<file path="src/rtl/branch_predictor.sv">
// branch_predictor: direct-mapped BTB with 2-bit counters, EX-stage resolution and statistics
module branch_predictor #(
  parameter int ENTRIES = 16,
  parameter int CNT_W = 16
) (
  input  logic             clk_x70,
  input  logic             rst_x70,
  input  logic [31:0]      if_pc_x70,
  output logic             pred_taken_x70,
  output logic [31:0]      pred_target_x70,
  input  logic             ex_valid_x70,
  input  logic             ex_is_branch_x70,
  input  logic [31:0]      ex_pc_x70,
  input  logic             ex_taken_x70,
  input  logic [31:0]      ex_target_x70,
  input  logic             ex_pred_taken_x70,
  input  logic [31:0]      ex_pred_target_x70,
  output logic             mispredict_x70,
  output logic [31:0]      redirect_pc_x70,
  output logic [CNT_W-1:0] branch_cnt_x70,
  output logic [CNT_W-1:0] mispred_cnt_x70
);
  localparam int IW = $clog2(ENTRIES);
  localparam int TW = 30 - IW;
  logic          vld [ENTRIES];
  logic [TW-1:0] tag [ENTRIES];
  logic [31:0]   tgt [ENTRIES];
  logic [1:0]    ctr [ENTRIES];
  logic [IW-1:0] fi, ei;
  logic          fhit, ehit, upd;
  assign fi = if_pc_x70[IW+1:2];
  assign ei = ex_pc_x70[IW+1:2];
  assign fhit = vld[fi] && tag[fi] == if_pc_x70[31:IW+2];
  assign ehit = vld[ei] && tag[ei] == ex_pc_x70[31:IW+2];
  assign upd = ex_valid_x70 && ex_is_branch_x70;
  always_comb begin
    pred_taken_x70 = fhit && ctr[fi][1];
    pred_target_x70 = pred_taken_x70 ? tgt[fi] : if_pc_x70 + 32'd4;
    mispredict_x70 = upd && (ex_pred_taken_x70 != ex_taken_x70 ||
                     (ex_taken_x70 && ex_pred_target_x70 != ex_target_x70));
    redirect_pc_x70 = ex_taken_x70 ? ex_target_x70 : ex_pc_x70 + 32'd4;
  end
  always_ff @(posedge clk_x70) begin
    if (rst_x70) begin
      for (int i = 0; i < ENTRIES; i++) begin
        vld[i] <= 1'b0;
        tag[i] <= '0;
        tgt[i] <= '0;
        ctr[i] <= 2'b01;
      end
      branch_cnt_x70 <= '0;
      mispred_cnt_x70 <= '0;
    end else begin
      if (upd && ehit) begin
        ctr[ei] <= ex_taken_x70 ? (ctr[ei] == 2'b11 ? 2'b11 : ctr[ei] + 2'b01)
                                : (ctr[ei] == 2'b00 ? 2'b00 : ctr[ei] - 2'b01);
        if (ex_taken_x70) tgt[ei] <= ex_target_x70;
      end else if (upd && ex_taken_x70) begin
        vld[ei] <= 1'b1;
        tag[ei] <= ex_pc_x70[31:IW+2];
        tgt[ei] <= ex_target_x70;
        ctr[ei] <= 2'b10;
      end
      if (upd && !(&branch_cnt_x70)) branch_cnt_x70 <= branch_cnt_x70 + CNT_W'(1);
      if (mispredict_x70 && !(&mispred_cnt_x70)) mispred_cnt_x70 <= mispred_cnt_x70 + CNT_W'(1);
    end
  end
endmodule
</file>
<file path="config.mk">
export PLATFORM = sky130hd
export DESIGN_NAME = branch_predictor
export DESIGN_NICKNAME = d
export VERILOG_FILES = /design/src/rtl/branch_predictor.sv
export SDC_FILE = /design/constraint.sdc
export NUM_CORES = 2
export LEC_CHECK = 0
export BUFFER_PORTS_ARGS = -buffer_cell sky130_fd_sc_hd__clkbuf_2
export CORE_UTILIZATION = 53
export DETAILED_ROUTE_END_ITERATION = 7
export PLACE_DENSITY = 0.7
export SLEW_MARGIN = 15
export SYNTH_ARGS = -nofsm -noshare
export SYNTH_HDL_FRONTEND = slang
export SYNTH_SLANG_ARGS = --single-unit
export TNS_END_PERCENT = 10
</file>
<file path="constraint.sdc">
create_clock -name clk_x70 -period 5.2 [get_ports clk_x70]
set_clock_uncertainty 0.15 [all_clocks]
set_input_delay 0.52 -clock clk_x70 [delete_from_list [all_inputs] [get_ports clk_x70]]
set_output_delay 0.52 -clock clk_x70 [all_outputs]
set_load 0.005 [all_outputs]
</file>
==> key figures <==
Run status
  • Status: finished clean

Clock tree
  • Hold_buf cts: 0
  • Longest Clk Path Bufs: 3
  • Clk slew on worst S/H paths: 0.06 ns
  • Clk root buf: clkbuf_16
  • Clock latency on the worst-skew pair: 0.73 ns
  • Number of H-tree levels: 3
  • Post-CTS sizing: 0
  • Post-CTS setup buffer count: 0
  • CTS Buf Count: 106
  • Clk sink count: 1008
  • TritonCTS clock tree: built

Floorplanning
  • Die Area: 0.1006 mm^2
  • Die Height: 317.2 um
  • Width of the die: 317.2 um
  • Cell Rows: 115
  • Initial core utilization: 53.52%
  • Total core area: 0.09842 mm^2
  • Top Ports: 232

STA
  • Setup violators final: 0
  • RSZ-0062 raised after global routing: no
  • Peak Freq: 0.1985 GHz
  • Final WS setup: 0.1622 ns
  • Slew margin rel.: 19.69%
  • Sum Neg Setup Slack: 0 ns
  • Final clock period utilization by the worst path: 96.88%
  • Pins over their slew limit: 0
  • Final Critical Period: 5.038 ns
  • Final Hold Fails: 0
  • Worst Max-Slew Pin Slew: 1.205 ns

Min path
  • Hold depth: 2
  • Hold crit path type: in -> reg
  • Hold Crit Endpoint: tag[1][18]
  • Hold Path Origin: ex_pc_x70[24]

Critical path
  • Startpoint Class: flip-flop
  • Worst R2R Path Depth: 11
  • Crit-path max FO: 33
  • Reg-to-Reg End: tag[5][15]
  • Critical Path RT: 4.53 ns
  • Reg2reg start: tag[8][14]
  • Critical path class: reg -> out
  • Arr. time, crit path: 4.37 ns
  • Setup crit end kind: primary output
  • Slack of the worst reg-to-reg path: 0.80 ns

Placement
  • Placed insts: 5003
  • Hpwl dp: 105900 um
  • Gpl congestion: 0.9660
  • # port buffers: 231
  • Setup slack after placement: 0.4406 ns

Synth
  • Synth top area cells: edfxtp_1, mux4_2, and3_1
  • Ys Warns: 0
  • Commonest cells in the netlist: edfxtp_1, and3_1, and2_1, mux4_2, clkbuf_1
  • Synth Area in Simple Gates: 15.00%
  • Synth Area in Compound Gates: 3.345%
  • Post-Syn Area: 0.05267 mm^2
  • Ys async rst share: 0%
  • Mux contribution to synthesized area: 18.20%
  • Post-Syn Nets: 3865
  • Dominant cell type by area after synthesis: edfxtp_1
  • Share of the synthesized area in the top cell type: 54.73%
  • Top-count cell post-synth: edfxtp_1
  • Synth Register Bits: 1008
  • Ys flop type: edfxtp_1
  • Count of cell types in the netlist: 79
  • Post-synthesis xor/xnor area fraction: 2.677%
  • Register area share after synthesis: 56.56%
  • Main combinational cell family by area after synthesis: multiplexers
  • Post-synth EDFFs: 960
  • Syn Inst Count: 3724
  • Syn avg cell area: 14.14 um^2
  • Post-synthesis adder-cell area fraction: 0.1853%

Finish
  • Final cell count without fillers: 5201
  • Area delta synth->final: 11.29%
  • Final nets: 3965
  • Util after Layout: 59.56%
  • Layout cell share with drive strength beyond 1: 24.55%

Run
  • Max Cap Viol: 0

Detailed routing
  • Drt initial violations: 6258
  • Wirelength per Cell: 34.04 um
  • Vias: 35590
  • Pre-antenna DRT Iters: 8
  • Via/cell ratio: 6.843
  • Final routed DRC violation total: 0
  • Total Wirelength: 177000 um
  • Routed Antenna Nets: 0

Pwr
  • Internal: 14.30 mW
  • Sequential power share: 49.6%
  • Clock share of power: 39.2%
  • Cell Pwr Density: 325.0 mW/mm^2
  • Combinational share of power: 11.2%
  • Peak VDD IR: 293.1 uV
  • Sw frac: 24.95%
  • Pleak: 22.19 nW
  • Net load switching power: 4.753 mW

GRT
  • GRT Util Overall: 35.25%
  • Initial antenna violation count: 19
  • Pin count of the biggest net entering global routing: 239
  • First-pass GRT wire length: 249000 um
  • Vias in the first global route: 34010
  • Grt ovf: 0
[critical path: stages (launching register included)]
cell	delay (ns)
edfxtp_1	0.41
mux4_2	0.49
mux2i_1	0.34
o311ai_1	0.13
or4_1	0.41
a2111oi_0	0.36
nand4_1	0.24
nor4_4	0.37
buf_12	0.28
mux2_1	0.42
clkbuf_2	0.14
[power by group through the flow]
stage	combinational (mW)	sequential, mW	clock [mW]
finish	2.14	9.44	7.47
CTS	2.09	9.43	7.47
global placement	2.07	9.58	0
floorplan	1.24	9.53	0
detailed placement	2.08	9.60	0
global route	2.19	9.47	7.77
[layout make-up]
type                            instances  area, um^2
Antenna cell                            7       17.52
Clock buffer                          130        2764
Clock inverter                         61       561.8
Fill cell                            7546       39800
Inverter                               49       186.4
Multi-Input combinational cell       2280       21070
Sequential cell                      1008       29790
Tap cell                             1287        1610
Timing Repair Buffer                  379        2618
[cells in the final DEF, fill, tap and decap left out, types with 24 or more instances in the layout]
| cell type | count |
|---|---|
| a21oi_1 | 45 |
| and2_1 | 457 |
| and3_1 | 480 |
| buf_12 | 25 |
| buf_4 | 126 |
| clkbuf_16 | 107 |
| clkbuf_2 | 225 |
| clkinv_1 | 32 |
| dfxtp_1 | 48 |
| edfxtp_1 | 960 |
| inv_1 | 44 |
| mux2_1 | 29 |
| mux2i_1 | 105 |
| mux4_2 | 359 |
| nand2_1 | 131 |
| nand3_1 | 48 |
| nand4_1 | 24 |
| nor2_1 | 62 |
| nor3_1 | 34 |
| o21ai_0 | 65 |
| xnor2_1 | 73 |
| xor2_1 | 88 |
[cells by family (layout without fill, tap and decap cells)]
logic type               Yosys count  in the layout
AND/OR/NAND/NOR                 1349           1349
flip-flops                      1008           1008
multiplexers                     504            504
buffers and inverters            436            619
AO/OA/AOI/OAI                    258            258
XOR/XNOR                         161            161
adder cells (fa/ha/maj)            8              8
other                              0              7
[stage by stage]
step                      power (mW)  instance area (um^2)  hold slack (ns)
after global placement         11.65                 55270           0.3177
after detailed placement       11.68                 55270           0.3279
after global routing           19.44                 58610           0.1006
after CTS                      18.99                 58600          0.06425
final                          19.05                 58620          0.08161
after floorplan                10.77                 52670           0.3065
[state kept, by name, summed over array words and instances, names as in the netlist]
register / flops
branch_cnt_x70: 16
ctr: 32
mispred_cnt_x70: 16
tag: 416
tgt: 512
vld: 16
[how the worst max path moves through the flow]
| stage | start | end | slack [ns] | cells after the start |
|---|---|---|---|---|
| floorplan | ex_pc_x70[2] | tag[1][0] | 0.81 | 12 |
| global placement | if_pc_x70[2] | pred_target_x70[28] | 0.47 | 13 |
| detailed placement | if_pc_x70[2] | pred_target_x70[24] | 0.44 | 12 |
| CTS | tag[11][8] | pred_target_x70[24] | 0.18 | 10 |
| global route | tag[0][8] | pred_target_x70[24] | 0.03 | 10 |
| finish | tag[11][8] | pred_target_x70[24] | 0.16 | 10 |
[per-layer routing]
metal | up-vias | GRT usage (%) | share of wire [%] | wire (um)
li1 | 14450 | - | - | -
met1 | 17750 | 46.89 | 35 | 62150
met2 | 2859 | 52.75 | 45 | 79280
met3 | 523 | 9.541 | 14 | 24680
met4 | 18 | 19.52 | 6.1 | 10810
met5 | - | 0.2367 | 0.067 | 118
No activity file was read; power rests on OpenSTA's default activity.
